`src/rtl/led_pkg.sv`:
```
// rtl/led_pkg.sv - mode encodings and bounce direction type for the LED sequencer
package led_pkg;

  localparam logic [2:0] MODE_LEFT   = 3'd0;
  localparam logic [2:0] MODE_RIGHT  = 3'd1;
  localparam logic [2:0] MODE_BOUNCE = 3'd2;
  localparam logic [2:0] MODE_FILL   = 3'd3;
  localparam logic [2:0] MODE_BLINK  = 3'd4;

  typedef enum logic {
    DIR_UP   = 1'b0,
    DIR_DOWN = 1'b1
  } dir_t;

endpackage

```
`src/rtl/led_prescaler.sv`:
```
// rtl/led_prescaler.sv - step-rate prescaler with speed select, pause and clear
module led_prescaler #(
  parameter int TICK_DIV = 25_000_000
) (
  input  logic       mclk,
  input  logic       rst_n,
  input  logic [1:0] speed,
  input  logic       pause,
  input  logic       clr,
  output logic       tick
);

  localparam int PW = $clog2(TICK_DIV);

  logic [PW-1:0] pcnt;
  logic [PW-1:0] term;

  always_comb begin
    term = PW'(TICK_DIV - 1);
    case (speed)
      2'd0: term = PW'(TICK_DIV - 1);
      2'd1: term = PW'((TICK_DIV >> 1) - 1);
      2'd2: term = PW'((TICK_DIV >> 2) - 1);
      2'd3: term = PW'((TICK_DIV >> 3) - 1);
      default: term = PW'(TICK_DIV - 1);
    endcase
  end

  // >= rather than == so a speed-up past the current count still wraps at once
  assign tick = !pause && (pcnt >= term);

  always_ff @(posedge mclk or negedge rst_n) begin
    if (!rst_n) begin
      pcnt <= '0;
    end else if (clr) begin
      pcnt <= '0;
    end else if (pause) begin
      pcnt <= pcnt;
    end else if (tick) begin
      pcnt <= '0;
    end else begin
      pcnt <= pcnt + PW'(1);
    end
  end

endmodule

```
`src/rtl/led_pattern_seq.sv`:
```
// rtl/led_pattern_seq.sv - LED pattern sequencer: pattern registers, bounce FSM and mode tracking
module led_pattern_seq
  import led_pkg::*;
#(
  parameter int LED_W    = 8,
  parameter int TICK_DIV = 25_000_000
) (
  input  logic             mclk,
  input  logic             rst_n,
  input  logic [2:0]       mode,
  input  logic [1:0]       speed,
  input  logic             pause,
  output logic [LED_W-1:0] led,
  output logic             step
);

  localparam int POS_W = $clog2(LED_W);
  localparam logic [LED_W-1:0] ONE = LED_W'(1);
  localparam logic [POS_W-1:0] POS_MAX = POS_W'(LED_W - 1);

  logic [2:0]       mode_q;
  logic [2:0]       mode_act;
  logic [2:0]       mode_act_n;
  logic [POS_W-1:0] pos;
  logic [POS_W-1:0] pos_n;
  dir_t             dir;
  dir_t             dir_n;
  logic [LED_W-1:0] led_n;
  logic             step_n;
  logic             chg;
  logic             tick;

  // mode_q is the sampled input; mode_act is the pattern actually running
  assign chg = (mode_q != mode_act);

  led_prescaler #(
    .TICK_DIV(TICK_DIV)
  ) u_prescaler (
    .mclk (mclk),
    .rst_n(rst_n),
    .speed(speed),
    .pause(pause),
    .clr  (chg),
    .tick (tick)
  );

  always_comb begin
    mode_act_n = mode_act;
    pos_n      = pos;
    dir_n      = dir;
    led_n      = led;
    step_n     = 1'b0;
    if (chg) begin
      mode_act_n = mode_q;
      pos_n      = '0;
      dir_n      = DIR_UP;
      step_n     = 1'b1;
      case (mode_q)
        MODE_LEFT:   led_n = ONE;
        MODE_RIGHT:  led_n = ONE << (LED_W - 1);
        MODE_BOUNCE: led_n = ONE;
        MODE_FILL:   led_n = '0;
        MODE_BLINK:  led_n = '1;
        default:     led_n = '0;
      endcase
    end else if (tick) begin
      case (mode_act)
        MODE_LEFT: begin
          led_n  = {led[LED_W-2:0], led[LED_W-1]};
          step_n = 1'b1;
        end
        MODE_RIGHT: begin
          led_n  = {led[0], led[LED_W-1:1]};
          step_n = 1'b1;
        end
        MODE_BOUNCE: begin
          if (dir == DIR_UP) begin
            if (pos == POS_MAX) begin
              dir_n = DIR_DOWN;
              pos_n = pos - POS_W'(1);
            end else begin
              pos_n = pos + POS_W'(1);
            end
          end else begin
            if (pos == '0) begin
              dir_n = DIR_UP;
              pos_n = POS_W'(1);
            end else begin
              pos_n = pos - POS_W'(1);
            end
          end
          led_n  = ONE << pos_n;
          step_n = 1'b1;
        end
        MODE_FILL: begin
          led_n  = (&led) ? '0 : {led[LED_W-2:0], 1'b1};
          step_n = 1'b1;
        end
        MODE_BLINK: begin
          led_n  = ~led;
          step_n = 1'b1;
        end
        default: led_n = '0;
      endcase
    end
  end

  always_ff @(posedge mclk or negedge rst_n) begin
    if (!rst_n) begin
      mode_q   <= 3'd0;
      mode_act <= 3'd0;
      pos      <= '0;
      dir      <= DIR_UP;
      led      <= ONE;
      step     <= 1'b0;
    end else begin
      mode_q   <= mode;
      mode_act <= mode_act_n;
      pos      <= pos_n;
      dir      <= dir_n;
      led      <= led_n;
      step     <= step_n;
    end
  end

endmodule
```
`config.mk`:
```
export PLATFORM = sky130hd
export DESIGN_NAME = led_pattern_seq
export DESIGN_NICKNAME = d
export VERILOG_FILES = /design/src/rtl/led_pkg.sv /design/src/rtl/led_prescaler.sv /design/src/rtl/led_pattern_seq.sv
export SDC_FILE = /design/constraint.sdc
export NUM_CORES = 1
export LEC_CHECK = 0
export ABC_AREA = 1
export CAP_MARGIN = 0
export CORE_MARGIN = 1
export CORE_UTILIZATION = 31
export DETAILED_ROUTE_END_ITERATION = 8
export HOLD_SLACK_MARGIN = 0.1
export PLACE_DENSITY = 0.58
export SETUP_SLACK_MARGIN = 0.1
export SLEW_MARGIN = 0
export SYNTH_ARGS = -nofsm -noshare
export SYNTH_HDL_FRONTEND = slang
export SYNTH_SLANG_ARGS = --single-unit
```
`constraint.sdc`:
```
create_clock -name mclk -period 3.4 [get_ports mclk]
set_input_delay 0.51 -clock mclk [delete_from_list [all_inputs] [get_ports mclk]]
set_output_delay 0.51 -clock mclk [all_outputs]
set_load 0.03 [all_outputs]
```
==> results.ini <==
[status]
status = finished, final reports clean

[place]
place_hpwl_um = 7010
gp_congestion = 0.874
dp.cells = 646
preCtsSetupSlack_ns = 0.0545
io_buffers = 16

[layout]
instances_no_fill = 653
area_growth_pct = 9.40
fin_nets = 541
layout-drive-gt1-share_pct = 9.36
antennaDiodeCount = 0

[yosys]
ys_types = 41
yosysSeqAreaShare_pct = 31.6
syn_nets = 528
ys.flop_type = dfrtp_1
synthTopCellsByCount = nand2_1, inv_1, nor2_1
avgSynthCellArea_um2 = 6.97
async_flop_share_pct = 100
synth_top_area_share_pct = 30.9
ys_warn_count = 0
synth_edf_count = 0
synthesis.area_um2 = 3490
yosys.area.top_type = dfrtp_1
syn_inst = 500
yosysMostFrequentCell = nand2_1
synth_seq_cells = 44
synth.area.top_cells = dfrtp_1, nand2_1, ha_1

[clock_tree]
post_cts.repair.setup_buffers = 0
hold_buffers = 0
cts-buffers-inserted = 5
htree_levels = 2
clock_path_buffers = 2
cts_tree = yes
path_clk_slew_ns = 0.08
cts_sinks = 44
worst_skew_pair.late_latency_ns = 0.30
clockRootBuffer = clkbuf_8
cts_resized = 0

[detailed_routing]
routed_via_density = 4.90
dr.pass1.iters = 5
drt-initial-drc-count = 159
ant_nets = 0
wl_per_cell_um = 13.6
drcViolationCount = 0
vias = 3200
drt-total-wl_um = 8890

[min_path]
hold_path_class = in2async

[setup_path]
reg2reg_slack_ns = 1.04
critPathCaptureType = flip-flop
max_stage_delay_ns = 0.48
cp_top_family = buffers and inverters
critical_path.max_fanout = 20
critPathBufInv = 6
cp_cell_sequence = clkdlybuf4s50_1 -> buf_4 -> inv_4 -> nor2_1 -> inv_1 -> ha_1 -> nand2_1 -> inv_1 -> nand2_1 -> o21ai_0 -> nor3_4 -> nand3_4 -> nand2_4 -> inv_6 -> nor2_1
critPathKind = in2reg
slowest_stage = clkdlybuf4s50_1
crit_path_start_kind = input port
arrival_ns = 3.24
critPathRequiredTime_ns = 3.59

[global_route]
grt_pass1_vias = 3058
grt_pass1_wl_um = 14800
track_usage_pct = 16.0
grt_max_degree = 45
antenna_found_initial = 0
overflow = 0

[timing]
skew_ns = 0.00165
drv_slew = 0
finalHoldViolations = 0
finalCritPeriodShare_pct = 89.9
timing.final.ws_setup_ns = 0.343
slew-limit-headroom_pct = 32.7
fmax_mhz = 327
fin_crit_ns = 3.06
rsz0062_at_grt = no
finalSetupViolCount = 0
worst_pin_slew_ns = 1.01
fin_tns_setup_ns = 0

[floorplan]
initial_core_util_pct = 32.0
io_pins = 17
die_h_um = 108
die_area_um2 = 11700
core_area_um2 = 10900
die_w_um = 108
rows = 38

[job]
maxCapViolCount = 0

[power]
power.density_nw_per_um2 = 282
leakage_nw = 1.82
ir_drop_mv = 0.130

-- power breakdown --
part / internal (W) / leakage, nW / switching, W
clock network: 0.000140 / 0.0410 / 0.000184
registers: 0.000539 / 0.588 / 0.0000238
logic: 0.0000648 / 1.19 / 0.000124
total: 0.000745 / 1.82 / 0.000332
-- cell usage in the layout (no fill, tap or decap), drive strengths merged, types with 2 or more instances in the layout --
cell type | Yosys | layout
clkbuf | 6 | 6
ha | 20 | 20
nor2 | 64 | 64
o21ai | 20 | 20
inv | 65 | 65
nand4 | 22 | 22
dfrtp | 43 | 43
xor2 | 15 | 15
clkdlybuf4s50 | 0 | 15
nand3b | 3 | 3
nor3 | 20 | 20
nand3 | 32 | 32
buf | 6 | 3
xnor2 | 2 | 2
nand2 | 149 | 149
a21oi | 20 | 20
a21boi | 2 | 2
-- worst reg2reg max path, cell delays in order (launching register included) --
cell and delay (ns):
dfrtp_1 0.49, ha_1 0.36, nand2_1 0.07, inv_1 0.14, nand3_1 0.13, nor3_1 0.18, nand2_1 0.07, nand2_1 0.06
nand2_1 0.08, nand3_4 0.14, nand2_4 0.20, inv_6 0.25, nor2_1 0.08
-- layer usage --
metal  routed length, um  track usage [%]  part of all wire (%)
met5                   0                0                     0
met4                  73             3.33                  0.82
met3                 346             2.53                   3.9
met2                4100             27.1                    46
met1                4370             21.3                    49
-- registers in the layout (all words and copies together) (netlist names) --
signal / cells
step: 1
pos: 3
mode_q: 3
led: 8
dir: 1
u_prescaler.pcnt: 25
mode_act: 3
-- per-stage QoR --
step | hold slack, ns | instance area (um^2) | total power, W | util [%]
after floorplan | 0.214 | 3490 | 0.000702 | -
after global placement | 0.434 | 3740 | 0.000762 | 34.3
after detailed placement | 0.443 | 3740 | 0.000764 | 34.3
after CTS | 0.417 | 3810 | 0.00109 | 35.0
after global routing | 0.443 | 3810 | 0.00114 | 35.0
final | 0.361 | 3810 | 0.00108 | 35.0
-- final timing paths --
check                                      from                   end  depth (start not counted)
max                                    speed[0]  u_prescaler.pcnt[21]                         15
min                                       rst_n           mode_act[2]                          1
max reg2reg                u_prescaler.pcnt[16]  u_prescaler.pcnt[21]                         12
min reg2reg                           mode_q[1]           mode_act[1]                          0
max in group asynchronous                 rst_n                led[6]                          1
min in group mclk                     mode_q[1]           mode_act[1]                          0
-- cell type report --
type                            instances  area, um^2
Inverter                               65         251
Clock buffer                            6        72.6
Fill cell                            1153        7070
Sequential cell                        44        1100
Clock inverter                          1        5.00
Timing Repair Buffer                   18         170
Multi-Input combinational cell        379        2040
Tap cell                              140         175
-- cell families after synthesis --
logic type / after synthesis / synth area share (%)
flip-flops: 44 / 31.6
AND/OR/NAND/NOR: 294 / 38.7
AO/OA/AOI/OAI: 48 / 8.33
XOR/XNOR: 17 / 4.27
buffers and inverters: 77 / 9.94
adder cells (fa/ha/maj): 20 / 7.18
Power figures use the tool's default switching activity.
